<file path="src/rtl/bus_cmd_initiator_if.sv">
// rtl/bus_cmd_initiator_if.sv - command byte stream, memory bus and read-result handshake bundle
interface bus_cmd_initiator_if;
  logic [7:0]  cmd_data_i;
  logic        cmd_valid_i;
  logic        cmd_ready_o;
  logic [16:0] bus_addr_o;
  logic [7:0]  bus_wr_data_o;
  logic        bus_we_o;
  logic        bus_req_o;
  logic        bus_grant_i;
  logic [7:0]  bus_rd_data_i;
  logic [7:0]  rd_data_o;
  logic        rd_valid_o;
  logic        rd_ready_i;
  logic        err_o;

  modport master (
    input  cmd_data_i, cmd_valid_i, bus_grant_i, bus_rd_data_i, rd_ready_i,
    output cmd_ready_o, bus_addr_o, bus_wr_data_o, bus_we_o, bus_req_o,
           rd_data_o, rd_valid_o, err_o
  );

  modport slave (
    output cmd_data_i, cmd_valid_i, bus_grant_i, bus_rd_data_i, rd_ready_i,
    input  cmd_ready_o, bus_addr_o, bus_wr_data_o, bus_we_o, bus_req_o,
           rd_data_o, rd_valid_o, err_o
  );
endinterface

</file>
<file path="src/rtl/bus_cmd_initiator.sv">
// rtl/bus_cmd_initiator.sv - byte-command decoder issuing single read/write accesses on a 17-bit bus
module bus_cmd_initiator (
  input  logic                 clk_i,
  input  logic                 reset_i,
  bus_cmd_initiator_if.master  bus
);
  typedef enum logic [2:0] {IDLE, ARG_DATA, ARG_HI, ARG_LO, ACCESS, RESULT} state_t;

  state_t      state_q, state_d;
  logic [16:0] addr_q, addr_d;
  logic [7:0]  wr_data_q, wr_data_d;
  logic [7:0]  rd_data_q, rd_data_d;
  logic        we_q, we_d;
  logic        at_q, at_d;
  logic        err_q, err_d;
  logic        accept;
  logic [2:0]  op;

  assign op     = bus.cmd_data_i[7:5];
  assign accept = bus.cmd_valid_i && bus.cmd_ready_o;

  assign bus.cmd_ready_o   = (state_q == IDLE) || (state_q == ARG_DATA) ||
                             (state_q == ARG_HI) || (state_q == ARG_LO);
  assign bus.bus_req_o     = (state_q == ACCESS);
  assign bus.bus_addr_o    = addr_q;
  assign bus.bus_we_o      = we_q;
  assign bus.bus_wr_data_o = wr_data_q;
  assign bus.rd_data_o     = rd_data_q;
  assign bus.rd_valid_o    = (state_q == RESULT);
  assign bus.err_o         = err_q;

  always_ff @(posedge clk_i) begin
    if (reset_i) begin
      state_q   <= IDLE;
      addr_q    <= '0;
      wr_data_q <= '0;
      rd_data_q <= '0;
      we_q      <= 1'b0;
      at_q      <= 1'b0;
      err_q     <= 1'b0;
    end else begin
      state_q   <= state_d;
      addr_q    <= addr_d;
      wr_data_q <= wr_data_d;
      rd_data_q <= rd_data_d;
      we_q      <= we_d;
      at_q      <= at_d;
      err_q     <= err_d;
    end
  end

  always_comb begin
    state_d   = state_q;
    addr_d    = addr_q;
    wr_data_d = wr_data_q;
    rd_data_d = rd_data_q;
    we_d      = we_q;
    at_d      = at_q;
    err_d     = err_q;
    case (state_q)
      IDLE: begin
        if (accept) begin
          case (op)
            3'b000: begin
              we_d       = 1'b0;
              at_d       = 1'b1;
              addr_d[16] = bus.cmd_data_i[0];
              state_d    = ARG_HI;
            end
            3'b001: begin
              we_d       = 1'b1;
              at_d       = 1'b1;
              addr_d[16] = bus.cmd_data_i[0];
              state_d    = ARG_DATA;
            end
            3'b010: begin
              we_d    = 1'b0;
              at_d    = 1'b0;
              addr_d  = addr_q + 17'd1;
              state_d = ACCESS;
            end
            3'b011: begin
              we_d    = 1'b1;
              at_d    = 1'b0;
              state_d = ARG_DATA;
            end
            default: err_d = 1'b1;
          endcase
        end
      end
      ARG_DATA: begin
        if (accept) begin
          wr_data_d = bus.cmd_data_i;
          if (at_q) begin
            state_d = ARG_HI;
          end else begin
            // WRITE_NEXT: the data byte is the final byte, so pre-increment here
            addr_d  = addr_q + 17'd1;
            state_d = ACCESS;
          end
        end
      end
      ARG_HI: begin
        if (accept) begin
          addr_d[15:8] = bus.cmd_data_i;
          state_d      = ARG_LO;
        end
      end
      ARG_LO: begin
        if (accept) begin
          addr_d[7:0] = bus.cmd_data_i;
          state_d     = ACCESS;
        end
      end
      ACCESS: begin
        if (bus.bus_grant_i) begin
          if (we_q) begin
            state_d = IDLE;
          end else begin
            rd_data_d = bus.bus_rd_data_i;
            state_d   = RESULT;
          end
        end
      end
      RESULT: begin
        if (bus.rd_ready_i) state_d = IDLE;
      end
      default: state_d = IDLE;
    endcase
  end
endmodule

</file>
<file path="src/flat_wrapper.sv">
// flat-port wrapper written by rule: the top's interface ports become plain ports
module bus_cmd_initiator_flat 
  (clk_i, reset_i, bus_cmd_data_i, bus_cmd_valid_i, bus_bus_grant_i, bus_bus_rd_data_i, bus_rd_ready_i, bus_cmd_ready_o, bus_bus_addr_o, bus_bus_wr_data_o, bus_bus_we_o, bus_bus_req_o, bus_rd_data_o, bus_rd_valid_o, bus_err_o);
  bus_cmd_initiator_if bus_i ();
  input  logic clk_i;
  input  logic reset_i;
  input wire logic [$bits(bus_i.cmd_data_i)-1:0] bus_cmd_data_i;
  input wire logic [$bits(bus_i.cmd_valid_i)-1:0] bus_cmd_valid_i;
  input wire logic [$bits(bus_i.bus_grant_i)-1:0] bus_bus_grant_i;
  input wire logic [$bits(bus_i.bus_rd_data_i)-1:0] bus_bus_rd_data_i;
  input wire logic [$bits(bus_i.rd_ready_i)-1:0] bus_rd_ready_i;
  output wire logic [$bits(bus_i.cmd_ready_o)-1:0] bus_cmd_ready_o;
  output wire logic [$bits(bus_i.bus_addr_o)-1:0] bus_bus_addr_o;
  output wire logic [$bits(bus_i.bus_wr_data_o)-1:0] bus_bus_wr_data_o;
  output wire logic [$bits(bus_i.bus_we_o)-1:0] bus_bus_we_o;
  output wire logic [$bits(bus_i.bus_req_o)-1:0] bus_bus_req_o;
  output wire logic [$bits(bus_i.rd_data_o)-1:0] bus_rd_data_o;
  output wire logic [$bits(bus_i.rd_valid_o)-1:0] bus_rd_valid_o;
  output wire logic [$bits(bus_i.err_o)-1:0] bus_err_o;
  assign bus_i.cmd_data_i = bus_cmd_data_i;
  assign bus_i.cmd_valid_i = bus_cmd_valid_i;
  assign bus_i.bus_grant_i = bus_bus_grant_i;
  assign bus_i.bus_rd_data_i = bus_bus_rd_data_i;
  assign bus_i.rd_ready_i = bus_rd_ready_i;
  assign bus_cmd_ready_o = bus_i.cmd_ready_o;
  assign bus_bus_addr_o = bus_i.bus_addr_o;
  assign bus_bus_wr_data_o = bus_i.bus_wr_data_o;
  assign bus_bus_we_o = bus_i.bus_we_o;
  assign bus_bus_req_o = bus_i.bus_req_o;
  assign bus_rd_data_o = bus_i.rd_data_o;
  assign bus_rd_valid_o = bus_i.rd_valid_o;
  assign bus_err_o = bus_i.err_o;
  bus_cmd_initiator u_core (.clk_i(clk_i), .reset_i(reset_i), .bus(bus_i));
endmodule
</file>
<file path="config.mk">
export PLATFORM = sky130hd
export DESIGN_NAME = bus_cmd_initiator_flat
export DESIGN_NICKNAME = d
export VERILOG_FILES = /design/src/rtl/bus_cmd_initiator_if.sv /design/src/rtl/bus_cmd_initiator.sv /design/src/flat_wrapper.sv
export SDC_FILE = /design/constraint.sdc
export NUM_CORES = 1
export LEC_CHECK = 0
export ABC_CLOCK_PERIOD_IN_PS = 1900
export CAP_MARGIN = 20
export CORE_UTILIZATION = 49
export CTS_CLUSTER_SIZE = 20
export DETAILED_ROUTE_END_ITERATION = 10
export GPL_TIMING_DRIVEN = 0
export PLACE_DENSITY_LB_ADDON = 0.12
export SLEW_MARGIN = 25
export SYNTH_ARGS = -nofsm -noshare
export SYNTH_HDL_FRONTEND = slang
export SYNTH_SLANG_ARGS = --single-unit
</file>
<file path="constraint.sdc">
create_clock -name clk_i -period 1.9 [get_ports clk_i]
set_input_delay 0.285 -clock clk_i [delete_from_list [all_inputs] [get_ports clk_i]]
set_output_delay 0.285 -clock clk_i [all_outputs]
set_load 0.01 [all_outputs]
</file>
Yosys cells after proc, flatten, opt, wreduce, memory -nomap -nowiden
Cells that the tools add are included.
- input bits: 21
- register bits after elaboration: 39
- word-level logic and storage cells: 76
- equality and inequality tests: 18
- bitwise logic cells: 2
- mux-type cells: 21
- reductions and logical operators: 25
- $add $sub $neg: 1
- operator list (operator ; count):
    $mux W17 ; 3
    $pmux W8 S3 ; 2
    $mux W3 ; 8
    $pmux W3 S6 ; 1
    $add A17 B1 Y17 const B ; 1
    $mux W16 ; 1
    $eq A3 B2 Y1 const B ; 4
    $reduce_and A3 Y1 ; 4
    $reduce_and A6 Y1 ; 2
    $pmux W3 S3 ; 1
    $mux W8 ; 1
    $ne A2 B1 Y1 const B ; 4
    $ne A2 B2 Y1 const B ; 4
    $pmux W1 S2 ; 4
    $reduce_or A2 Y1 ; 4
    $reduce_and A7 Y1 ; 1
    $eq A3 B1 Y1 const B ; 2
    $eq A3 B3 Y1 const B ; 2
    $logic_not A3 Y1 ; 2
    $reduce_bool A2 Y1 ; 3
    $reduce_bool A3 Y1 ; 2
    $reduce_and A5 Y1 ; 1
    $ne A4 B4 Y1 const B ; 1
    $reduce_or A4 Y1 ; 1
    other kinds (5) ; 8

Logic depth before layout (Yosys ltp)
Gate-level depths: netlist (run 1).
- depth after elaboration: 7
- gate-level depth with buffers: 7

Worst setup path before layout (run 1)
Ideal clock, no wire load.
- path kind: reg2reg
- from: reg u_core.addr_q[0], in the netlist u_core.bus.bus_addr_o[0]
- to: reg u_core.addr_q[14], in the netlist u_core.bus.bus_addr_o[14]
- buffers on the path: 0
- arrival: 1.629 ns
- path slack: 0.179 ns
- data required time: 1.808 ns
- stages on the path, launching flop included: 6
- cell sequence: dfxtp_1 -> ha_1 -> nand3_1 -> or4_1 -> o31a_1 -> o32ai_1
- word-level cells in the longest chain between the ends: 4
- elaborated cells on any way between the ends: 6
- classes of those cells: 1 x add/sub; 5 x mux
- ends and longest elaborated chain (item ; RTL line ; text):
    from (decl) ; bus_cmd_initiator.sv:10 ; logic [16:0] addr_q, addr_d;
    from (signal assigned) ; bus_cmd_initiator.sv:43 ; addr_q <= addr_d;
    $add A17 B1 Y17 * ; bus_cmd_initiator.sv:79, bus_cmd_initiator.sv:98 ;
    $mux W17 / $mux W16 (equally long branches) ; bus_cmd_initiator.sv:94, bus_cmd_initiator.sv:63 ;
    $mux W17 (on tied branches) ; bus_cmd_initiator.sv:92, bus_cmd_initiator.sv:62 ;
    $pmux W8 S3 * ; bus_cmd_initiator.sv:60 ; case (state_q)
Mark *: on every way between the ends. The rest lies on a longest branch, timed or not. The select of a mux whose other input is x is not followed.
A chain may end at the register's enable or synchronous reset.

Worst setup path after layout (run 1)
Ends and elaborated chain as after synthesis.

==> impl_metrics.env, run 1 <==
export IMPL_coreArea_um2=4380
export IMPL_hpwl_um=4180
export IMPL_synth_area_um2=2240
export IMPL_clock_tree_buffer_depth=2
export IMPL_syn_num_nets=281
export IMPL_htreeDepth=2
export IMPL_clkTransAtPathRegs_ns=0.08
export IMPL_power_leakage_uw=0.00107
export IMPL_fin_util_pct=68.4
export IMPL_grt_pass1_wl_um=9810
export IMPL_gr_total_overflow=0
export IMPL_cp_arrival_ns=2.02
export IMPL_max_freq_ghz=0.552
export IMPL_via_per_inst=5.93
export IMPL_track_usage_pct=24.9
export IMPL_mostFrequentLayoutCells="53 x clkdlybuf4s50_1, 36 x dfxtp_1, 28 x nor2_1"
export IMPL_finalNetCount=344
export IMPL_grt_max_degree=15
export IMPL_hold_viol=0
export IMPL_worst_hold_path_type="input pin to flop"
export IMPL_drv_slew=0
export IMPL_cp_start_kind="flop"
export IMPL_detail_route_antenna_nets=0
export IMPL_post_place_cells=367
export IMPL_drc_errors=0
export IMPL_floorplan_die_width_um=69.6
export IMPL_synth_seq_area_share_pct=34.9
export IMPL_wire_per_inst_um=15.8
export IMPL_drt_iter0_markers=247
export IMPL_synth_edff_count=0
export IMPL_gp_congestion=0.919
export IMPL_clk_latency_ns=0.30
export IMPL_powerDensity_nw_per_um2=645
export IMPL_diodes=0
export IMPL_critPathMaxFanout=7
export IMPL_grt_pass1_vias=2024
export IMPL_synthFlopType="dfxtp_1"
export IMPL_clock_sinks=39
export IMPL_rows=24
export IMPL_design_die_area_um2=4840
export IMPL_synth_area_per_cell_um2=8.65
export IMPL_synth_async_reset_ratio_pct=0
export IMPL_fin_skew_ns=0.0103
export IMPL_ir_drop_mv=0.466
export IMPL_dr_pass1_iters=5
export IMPL_die_h_um=69.6
export IMPL_synth_warnings=0
export IMPL_cts_tree="done"
export IMPL_routed_wl_um=5940
export IMPL_final_cells=375
export IMPL_io_pins=59
export IMPL_synthCells=259
export IMPL_port_buffers=56
export IMPL_antenna_found_initial=0
export IMPL_grt_setup_unrepaired="true"
export IMPL_ys_ff_latch=39
export IMPL_slew_headroom_pct=60.4
export IMPL_drive_above_1_share_pct=12.1
export IMPL_synth_cell_types=61
export IMPL_required_ns=2.11
export IMPL_setup_viol_count_final=0
export IMPL_worst_pin_slew_ns=0.588
export IMPL_cts_buffers=5
export IMPL_initial_core_util_pct=51.1
export IMPL_finalCriticalPeriod_ns=1.81
export IMPL_crit_type="flop to flop"
export IMPL_maxCapViolCount=0
export IMPL_area_growth_pct=33.9
export IMPL_num_vias=2224
export IMPL_status="finished clean"
export IMPL_cts_root_buf="clkbuf_8"
export IMPL_critPathCaptureType="flop"
export IMPL_period_share_pct=95.4
export IMPL_final_common_cell="clkdlybuf4s50_1"
-- repair_timing --
action                     CTS  global route
hold buffers                 0             0
hold endpoints to repair     0             0
buffers inserted             0             0
gates resized for setup      9             3
setup endpoints to repair    4             4
-- layout make-up --
cell class	count	area [µm²]
Fill cell	367	1390
Buffer	20	139
Multi-Input combinational cell	191	1300
Inverter	9	33.8
Timing Repair Buffer	56	557
Tap cell	52	65.1
Clock buffer	5	68.8
Sequential cell	39	785
Clock inverter	3	47.5
-- cell usage after synthesis (all sizes together) (2+ instances only) --
cell | n | share of area, %
a211o | 2 | 0.78
a211oi | 6 | 2.0
a21o | 2 | 0.67
a21oi | 17 | 3.8
a31oi | 2 | 0.56
and2 | 5 | 1.4
and3 | 3 | 0.89
buf | 10 | 3.5
clkbuf | 10 | 2.3
dfxtp | 39 | 35
inv | 9 | 1.5
mux2i | 18 | 8.0
nand2 | 15 | 2.5
nand2b | 4 | 1.1
nand3 | 7 | 1.8
nand3b | 3 | 1.0
nand4 | 7 | 2.2
nand4b | 2 | 0.78
nor2 | 28 | 4.7
nor2b | 3 | 0.84
nor3 | 5 | 1.6
nor3b | 6 | 2.7
nor4 | 2 | 0.56
o2111ai | 2 | 0.78
o211ai | 2 | 0.89
o21ai | 14 | 3.1
o31a | 6 | 2.3
o32ai | 6 | 2.3
or4 | 6 | 2.0
-- final timing paths --
path                                                from                         to  slack (ns)  cells past startpoint
worst min-delay path                             reset_i   u_core.bus.bus_addr_o[9]        0.30                      4
worst max-delay path            u_core.bus.bus_addr_o[0]  u_core.bus.bus_addr_o[14]        0.09                      5
worst max register to register  u_core.bus.bus_addr_o[0]  u_core.bus.bus_addr_o[14]        0.09                      5
worst min register to register          u_core.bus.err_o           u_core.bus.err_o        0.48                      2
-- worst max-delay path: stages, from the launching register on --
cell,delay (ns)
dfxtp_2,0.40
ha_1,0.25
nand3_1,0.18
or4_1,0.54
o31a_1,0.25
o32ai_1,0.11
-- stage by stage --
stage | area (µm²) | setup TNS (ns) | power (µW) | setup WS (ns) | hold slack [ns]
detailed placement | 2870 | -2.79 | 1220 | -0.297 | 0.464
finish | 3000 | 0 | 1930 | 0.0869 | 0.301
global placement | 2870 | -2.82 | 1220 | -0.296 | 0.451
floorplan | 2240 | 0 | 1080 | 0.179 | 0.381
CTS | 3000 | 0 | 1940 | 0.0367 | 0.297
global route | 3000 | -0.0121 | 2020 | -0.0121 | 0.311
-- power by group --
group          internal, µW  switching, µW
combinational           168            174
clock                   398            326
sequential              843           24.3
-- flip-flops by register name, indices dropped and copies added (netlist names) --
name	flops
u_core.at_q	1
u_core.bus.bus_addr_o	17
u_core.bus.bus_we_o	1
u_core.bus.bus_wr_data_o	8
u_core.bus.err_o	1
u_core.bus.rd_data_o	8
u_core.state_q	3
-- cell families (layout without fill, tap and decap cells) --
logic type	after synthesis	after routing	share of synthesized area (%)
adders and majority gates	1	1	0.559
buffers and inverters	29	93	7.26
AOI/OAI and AO/OA	70	70	22.2
muxes	18	18	8.04
DFF	39	39	34.9
and+or+nand+nor	102	102	27.0
-- routing by layer --
metal	wire, µm	share of wire (%)	GRT usage [%]
met3	411	6.9	4.65
met4	48	0.81	7.03
met2	2600	44	37.2
met5	0	0	0
met1	2880	48	36.4
(Power assumes the default switching activity.)
==> run 2: changes to the inputs <==
--- a/config.mk
+++ b/config.mk
@@ -9,5 +9,5 @@
 export CAP_MARGIN = 20
 export CORE_UTILIZATION = 49
-export CTS_CLUSTER_SIZE = 20
+export CTS_CLUSTER_SIZE = 14
 export DETAILED_ROUTE_END_ITERATION = 10
 export GPL_TIMING_DRIVEN = 0
==> constraint.sdc (replaced) <==
create_clock -name clk_i -period 1.9 [get_ports clk_i]
set_input_delay 0.38 -clock clk_i [delete_from_list [all_inputs] [get_ports clk_i]]
set_output_delay 0.38 -clock clk_i [all_outputs]
set_load 0.01 [all_outputs]
==> impl_metrics.env, run 2 (synthesis results as in run 1) <==
export IMPL_status="finished clean"
export IMPL_clock_tree_buffer_depth=2
export IMPL_hpwl_um=4180
export IMPL_powerDensity_nw_per_um2=644
export IMPL_final_common_cell="clkdlybuf4s50_1"
export IMPL_worst_pin_slew_ns=0.588
export IMPL_gp_congestion=0.919
export IMPL_cp_start_kind="flop"
export IMPL_slowest_stage="clkdlybuf4s50_1"
export IMPL_grt_pass1_vias=2024
export IMPL_worst_hold_path_type="input pin to flop"
export IMPL_setup_tns_ns=0
export IMPL_required_ns=1.52
export IMPL_cp_arrival_ns=1.44
export IMPL_via_per_inst=5.81
export IMPL_rows=24
export IMPL_ir_drop_mv=0.467
export IMPL_detail_route_antenna_nets=0
export IMPL_io_pins=59
export IMPL_cts_root_buf="clkbuf_8"
export IMPL_period_share_pct=96.0
export IMPL_power_leakage_uw=0.00108
export IMPL_track_usage_pct=24.9
export IMPL_htreeDepth=2
export IMPL_fin_skew_ns=0.00771
export IMPL_die_h_um=69.6
export IMPL_cts_buffers=5
export IMPL_cts_setup_buffers=0
export IMPL_diodes=0
export IMPL_slew_headroom_pct=60.5
export IMPL_area_growth_pct=34.9
export IMPL_clock_sinks=39
export IMPL_grt_max_degree=15
export IMPL_fin_util_pct=68.9
export IMPL_num_vias=2180
export IMPL_maxCapViolCount=0
export IMPL_mostFrequentLayoutCells="52 x clkdlybuf4s50_1, 36 x dfxtp_1, 28 x nor2_1"
export IMPL_setup_viol_count_final=0
export IMPL_critPathMaxStageDelay_ns=0.47
export IMPL_floorplan_die_width_um=69.6
export IMPL_path_cells="buf_4 > inv_1 > clkdlybuf4s50_1"
export IMPL_drc_errors=0
export IMPL_design_die_area_um2=4840
export IMPL_port_buffers=56
export IMPL_drv_slew=0
export IMPL_critPathCaptureType="output port"
export IMPL_hold_viol=0
export IMPL_fillers=364
export IMPL_clk_latency_ns=0.30
export IMPL_coreArea_um2=4380
export IMPL_finalCriticalPeriod_ns=1.82
export IMPL_drive_above_1_share_pct=13.0
export IMPL_antenna_found_initial=0
export IMPL_routed_wl_um=6010
export IMPL_max_freq_ghz=0.548
export IMPL_clkTransAtPathRegs_ns=0.08
export IMPL_initial_core_util_pct=51.1
export IMPL_grt_pass1_wl_um=9810
export IMPL_grt_setup_unrepaired="false"
export IMPL_critPathMaxFanout=10
export IMPL_drt_iter0_markers=258
export IMPL_r2r_slack_ns=0.10
export IMPL_cts_tree="done"
export IMPL_power_uw=1950
export IMPL_wire_per_inst_um=16.0
export IMPL_crit_type="flop to output port"
export IMPL_largest_reg_flops=17
export IMPL_gr_total_overflow=0
export IMPL_finalNetCount=344
export IMPL_dr_pass1_iters=4
## run 2: report_power, final
part | switching [µW] | internal, µW | leakage [µW]
Combinational | 178 | 172 | 0.000707
Clock | 330 | 398 | 0.0000587
Sequential | 24.9 | 843 | 0.000317
Total | 533 | 1410 | 0.00108
## run 2: path summary, 6_finish.rpt
path,startpoint,to,cells past startpoint
setup / recovery,u_core.state_q[2],bus_cmd_ready_o,3
hold / removal,reset_i,u_core.bus.bus_addr_o[9],4
setup reg to reg,u_core.bus.bus_addr_o[0],u_core.bus.bus_addr_o[14],5
hold reg to reg,u_core.bus.err_o,u_core.bus.err_o,2
## run 2: critical path, delay by kind of cell, from the launching register on
family	cells	cell delay (ns)
DFF	1	0.43
buffers and inverters	3	0.73
## run 2: area by class of cell
type	instances	area [µm²]	area share, %
clock buffer	5	68.8	2.28
multi-input combinational	191	1330	43.9
sequential	39	785	26.0
timing repair buffer	56	556	18.4
tap	52	65.1	2.15
clock inverter	3	47.5	1.57
buffer	20	141	4.68
inverter	9	33.8	1.12
## run 2: per-layer routing
| layer | part of all wire, % | track usage, % |
|---|---|---|
| met5 | 0 | 0 |
| met4 | 0.73 | 7.03 |
| met3 | 6.3 | 4.65 |
| met2 | 44 | 37.2 |
| met1 | 49 | 36.4 |
## run 2: timing repair
item / 4_1_cts / 5_1_grt
gates resized for setup: 10 / 12
pin swaps: 0 / 1
hold buffers: 0 / 0
endpoints found under the setup margin: 10 / 11
## run 2: stage by stage
stage | std cells | instance area [µm²] | hold WS, ns | setup WS [ns]
floorplan | 259 | 2240 | 0.476 | 0.179
global placement | 367 | 2870 | 0.451 | -0.391
detailed placement | 367 | 2870 | 0.464 | -0.392
CTS | 375 | 3000 | 0.392 | 0.0274
global route | 375 | 3020 | 0.406 | 0.00906
finish | 375 | 3020 | 0.401 | 0.0766
==> RTL change 1: new RTL, config.mk and constraints of run 2 <==
`addr_q`, `wr_data_q` and `rd_data_q` no longer have a reset.
--- a/src/rtl/bus_cmd_initiator.sv
+++ b/src/rtl/bus_cmd_initiator.sv
@@ -32,21 +32,21 @@
   always_ff @(posedge clk_i) begin
     if (reset_i) begin
       state_q   <= IDLE;
-      addr_q    <= '0;
-      wr_data_q <= '0;
-      rd_data_q <= '0;
       we_q      <= 1'b0;
       at_q      <= 1'b0;
       err_q     <= 1'b0;
     end else begin
       state_q   <= state_d;
-      addr_q    <= addr_d;
-      wr_data_q <= wr_data_d;
-      rd_data_q <= rd_data_d;
       we_q      <= we_d;
       at_q      <= at_d;
       err_q     <= err_d;
     end
+  end
+
+  always_ff @(posedge clk_i) begin
+    addr_q    <= addr_d;
+    wr_data_q <= wr_data_d;
+    rd_data_q <= rd_data_d;
   end
 
   always_comb begin
Behaviour: not the same (Yosys sat finds a counterexample within 4 cycles, from zero or initial values and one cycle with reset_i high).
==> RTL change 1 against run 2 <==
The run now ends with setup timing left; area after synthesis down 13%; via count down 25%; design area down 6.6%; sequential share of layout area up 13 points; first-iteration DRC count down 62%; power up 4.9%; setup slack worse by 0.079 ns; sequential cell count unchanged; routed wire length down 19%; critical path type unchanged; critical endpoint is now bus_bus_req_o.
==> RTL change 1: results (changes against run 2) <==
Status
  – Outcome: finished, violations left
  – Failing checks: setup timing

Power
  – Max VDD drop: 433 µV (-7.4%)
  – Switch share: 25.0% (-2.4 points)

Layout
  – Multi-input gate share of total cell area: 29.9% (-14 points)
  – Multi-input gates: 123 (-36%)
  – Layout cell share with drive strength beyond 1: 17.2% (+4.2 points)
  – Area Overhead vs Synth: 44.3%
  – Logic inverters: 3 (-6)
  – # nets final: 265 (-23%)
  – NonClk Buf Share: 23.9% (+0.87 points)
  – Sequential share of cell area: 39.4% (+13 points)

Place
  – Pre-CTS setup slack: -0.816 ns (-0.424 ns)
  – Detailed Place HPWL: 3.43 mm (-18%)
  – Port Buf Inserts: 58 (+3.6%)
  – RePlAce Congestion: 0.838 (-8.8%)

Min path
  – Worst hold path class: flop to flop

Critical path
  – Worst R2R Setup Slack: 0.14 ns (+0.04 ns)
  – Worst Setup EP: bus_bus_req_o
  – Critical Path AT: 1.52 ns (+0.08 ns)
  – Worst R2R Start: u_core.bus.bus_addr_o[2]

Global routing
  – Total GRT Usage: 24.5% (-0.45 points)

Synthesis
  – Synth cell count leaders: edfxtp_1, nor2_1, nand2_1, a21oi_1, xnor2_1
  – EDFF count, synth: 33 (+33)
  – Distinct cells, synth: 40 (-34%)
  – Largest cells by area after synthesis: edfxtp_1, dfxtp_1, xnor2_1
  – Sequential area share after synthesis: 56.8% (+22 points)
  – Avg Cell Area, Syn: 11.4 µm² (+32%)

Routing
  – Detailed Route WL: 4.89 mm (-19%)
  – Wire per inst: 16.7 µm (+4.4%)
  – DR vias/cell: 5.57 (-4.2%)

Clocking
  – Post-CTS Setup Repair Bufs: 1 (+1)
  – Post-CTS sizing: 11 (+1)

Timing
  – Worst Slack Setup Final: -0.00255 ns (-0.0791 ns)
  – Worst relative slew slack: 58.0% (-2.4 points)
  – Setup violators final: 1 (+1)

Floorplan
  – Die W: 65.2 µm (-6.4%)
## RTL change 1: cell count changes in the layout (fill, tap and decap cells not counted), moves of 7 or more
| cell | change |
|---|---|
| dfxtp_1 | -31 |
| mux2i_1 | -17 |
| o21ai_0 | -7 |
| xnor2_1 | +9 |
| nor2_1 | -9 |
| a21oi_1 | -7 |
| edfxtp_1 | +33 |
## RTL change 1: worst min path at each step
stage                                start                end  slack, ns  cells past startpoint
after CTS                 u_core.bus.err_o   u_core.bus.err_o       0.49                      2
after global placement    u_core.bus.err_o   u_core.bus.err_o       0.45                      2
after detailed placement  u_core.bus.err_o   u_core.bus.err_o       0.47                      2
after global routing      u_core.bus.err_o   u_core.bus.err_o       0.51                      2
final                     u_core.bus.err_o   u_core.bus.err_o       0.50                      2
after floorplan                    reset_i  u_core.state_q[0]       0.45                      1
## RTL change 1: routing by layer
metal  global-route usage, %  share of wire, %  up-vias
met3                    5.21               5.4        8
met2                    39.0                50       62
met1                    33.0                44      776
met5                       0                 0        -
met4                    8.42               1.3        0
li1                        -                 -      781
## RTL change 1: logic make-up (layout without fill, tap and decap cells)
group / after synthesis / count (layout) / synth area share [%]
AOI/OAI and AO/OA: 33 / 33 / 11.4
DFF: 39 / 39 / 56.8
adders and majority gates: 1 / 1 / 0.640
and+or+nand+nor: 70 / 70 / 19.8
buffers and inverters: 9 / 82 / 2.37
muxes: 4 / 4 / 2.24
xor gates and xnor gates: 15 / 15 / 6.72
## RTL change 1: power groups by stage
stage          logic [mW]  registers (mW)  clock network, mW
6_report            0.317            1.01              0.714
5_1_grt             0.344            1.02              0.751
2_1_floorplan       0.140            1.03                  0
3_5_place_dp        0.293            1.03                  0
3_3_place_gp        0.284            1.03                  0
4_1_cts             0.304            1.01              0.714
==> RTL change 2: new RTL, config.mk and constraints of run 2 <==
Without the edit above. Reset style: asynchronous (`reset_i`), changed in one clocked block.
--- a/src/rtl/bus_cmd_initiator.sv
+++ b/src/rtl/bus_cmd_initiator.sv
@@ -29,7 +29,7 @@
   assign bus.rd_valid_o    = (state_q == RESULT);
   assign bus.err_o         = err_q;
 
-  always_ff @(posedge clk_i) begin
+  always_ff @(posedge clk_i or posedge reset_i) begin
     if (reset_i) begin
       state_q   <= IDLE;
       addr_q    <= '0;
Check against the original RTL: differs if reset_i is asserted again (counterexample within 4 cycles, from zero or initial values and one cycle with reset_i high); with reset_i held inactive, the same outputs for 4 cycles.
==> RTL change 2 against run 2 <==
Area after synthesis rose by 0.95%; routed wire length fell by 3.2%; utilization rose by 0.66 points; count of clock-buffer cells in the layout rose by 2; setup slack improved by 0.022 ns; hold slack got worse by 0.014 ns; sequential cell count did not move; design area rose by 0.95%; synthesized cell count fell by 12%; fmax rose by 1.2%; largest cell class unchanged; highest routed layer unchanged.
Power is not compared: it rests on default switching activity, and its combinational part moved more than twofold at a synthesized area within 25%.
==> RTL change 2: results (changes against run 2) <==
Place
  – RePlAce Congestion: 0.984 (+7.2%)
  – Pre-CTS setup slack: -0.334 ns (+0.0575 ns)
  – Port Buf Inserts: 57 (+1.8%)
  – Detailed Place HPWL: 4.16 mm (-0.34%)

Critical path
  – Worst R2R Start: u_core.bus.bus_addr_o[1]
  – Worst R2R Setup Slack: 0.15 ns (+0.05 ns)
  – Critical Path AT: 1.97 ns (+0.53 ns)
  – Worst r2r path cells: 7 (+2)
  – Maximum fanout along the worst path: 10 (unchanged)
  – Critical Path Source: bus_cmd_data_i[7]
  – Max incr delay on CP: 0.43 ns (-0.04 ns)
  – Reg-to-reg endpoint: u_core.bus.bus_addr_o[14]
  – Worst Setup EP: u_core.bus.bus_addr_o[16]

Synthesis
  – Sequential area share after synthesis: 43.2% (+8.3 points)
  – Distinct cells, synth: 52 (-15%)
  – Compound-cell area share of the yosys netlist: 21.7% (-0.49 points)
  – Ys flop type: dfrtp_1
  – Post-synthesis mux area share: 9.80% (+1.8 points)
  – Synthesized net count: 249 (-11%)
  – FFs w/ async S/R, synth: 100% (+100 points)
  – Post-Synth Adder-Cell Area: 0.553% (-0.0053 points)
  – Largest cells by area after synthesis: dfrtp_1, mux2_2, a2bb2oi_1
  – Synth cell count leaders: dfrtp_1, mux2_2, nand2_1, o21ai_0, a21oi_1

Routing
  – Wl on met1: 2.47 mm (-16%)
  – Metal2 WL: 2.83 mm (+6.5%)
  – DRT iter0 DRCs: 169 (-34%)
  – Met3 WL: 441 µm (+17%)
  – DR vias/cell: 5.90 (+1.4%)
  – Wire per inst: 16.7 µm (+4.3%)
  – Max Used Layer: met4

Power
  – Max VDD drop: 936 µV

Global routing
  – Total GRT Usage: 25.2% (+0.22 points)
  – Vias in the first global route: 2022 (-0.099%)
  – Pin count of the biggest net entering global routing: 23 (+8)
  – Initial antenna violation count: 0 (unchanged)
  – First-pass GRT wire length: 9.68 mm (-1.3%)

Layout
  – Max FFs per register: 17 (unchanged)
  – # nets final: 317 (-7.8%)
  – Ant. Diodes: 0 (unchanged)
  – Layout cell share with drive strength beyond 1: 19.6% (+6.6 points)
  – Filler cells: 358 (-1.6%)

Clocking
  – Root buffer cell: clkbuf_8
  – H-tree Lvls: 2 (unchanged)

Timing
  – Slew of the pin with the lowest slew margin: 0.604 ns (+0.0157 ns)
  – Clk_skew: 0.00454 ns (-0.00317 ns)
  – Clock period minus worst slack: 1.80 ns (-0.0224 ns)

Min path
  – Worst hold path class: primary input to async pin

Status
  – Outcome: complete, no violations
## RTL change 2: changes by cell type in the layout (fill, tap and decap cells not counted), moves of 7 or more
| cell | before | now |
|---|---|---|
| a2bb2oi_1 | 0 | 10 |
| buf_2 | 3 | 10 |
| dfrtp_1 | 0 | 37 |
| dfxtp_1 | 36 | 0 |
| mux2_2 | 0 | 17 |
| mux2i_1 | 18 | 3 |
| nor2_1 | 28 | 10 |
## RTL change 2: worst min-delay path by stage
stage                                        endpoint  slack [ns]  depth (start not counted)
after global routing      u_core.bus.bus_wr_data_o[2]        0.42                          2
after global placement               u_core.bus.err_o        0.45                          1
final                     u_core.bus.bus_wr_data_o[2]        0.39                          2
after detailed placement             u_core.bus.err_o        0.46                          1
after floorplan                           u_core.at_q        0.47                          1
after CTS                    u_core.bus.bus_addr_o[1]        0.40                          2
## RTL change 2: metal layers
layer | vias to the layer above | global-route usage (%)
li1 | 991 | -
met1 | 970 | 31.7
met2 | 81 | 41.5
met3 | 10 | 7.94
met4 | 0 | 7.33
met5 | - | 0
## RTL change 2: repair_timing
item / 4_1_cts / 5_1_grt
gates resized for setup: 4 / 9
endpoints found under the setup margin: 4 / 12
pin swaps: 0 / 3
buffers inserted: 0 / 3
## RTL change 2: worst register-to-register path: stages, from the launching register on
cell	delay, ns
dfrtp_2	0.46
ha_4	0.17
and4_1	0.18
buf_2	0.16
nand4_1	0.26
buf_4	0.23
o22ai_1	0.10
a2bb2oi_1	0.08
## RTL change 2: cell type report
cell class	instances	area, µm²	share of cell area, %
buffer	16	104	3.40
sequential	39	978	32.1
clock inverter	1	5.00	0.164
multi-input combinational	165	1180	38.6
timing repair buffer	61	617	20.2
clock buffer	7	76.3	2.50
inverter	7	26.3	0.861
tap	52	65.1	2.13
## RTL change 2: power by group through the flow
stage / sequential (mW) / clock, mW / combinational [mW]
3_5_place_dp: 1.59 / 0 / 2.35
3_3_place_gp: 1.57 / 0 / 2.30
6_report: 1.59 / 0.550 / 2.42
4_1_cts: 1.58 / 0.561 / 2.35
2_1_floorplan: 1.69 / 0 / 1.16
5_1_grt: 1.64 / 0.598 / 2.63
## RTL change 2: through the flow
| stage | setup TNS, ns | cell area, µm² | instances | hold slack (ns) | total power [mW] |
|---|---|---|---|---|---|
| 6_report | 0 | 3050 | 348 | 0.387 | 4.55 |
| 5_1_grt | -0.000228 | 3050 | 348 | 0.424 | 4.87 |
| 4_1_cts | 0 | 3000 | 345 | 0.399 | 4.49 |
| 3_5_place_dp | -4.48 | 2920 | 337 | 0.461 | 3.93 |
| 3_3_place_gp | -13.82 | 2900 | 336 | 0.455 | 3.86 |
| 2_1_floorplan | 0 | 2260 | 227 | 0.473 | 2.85 |
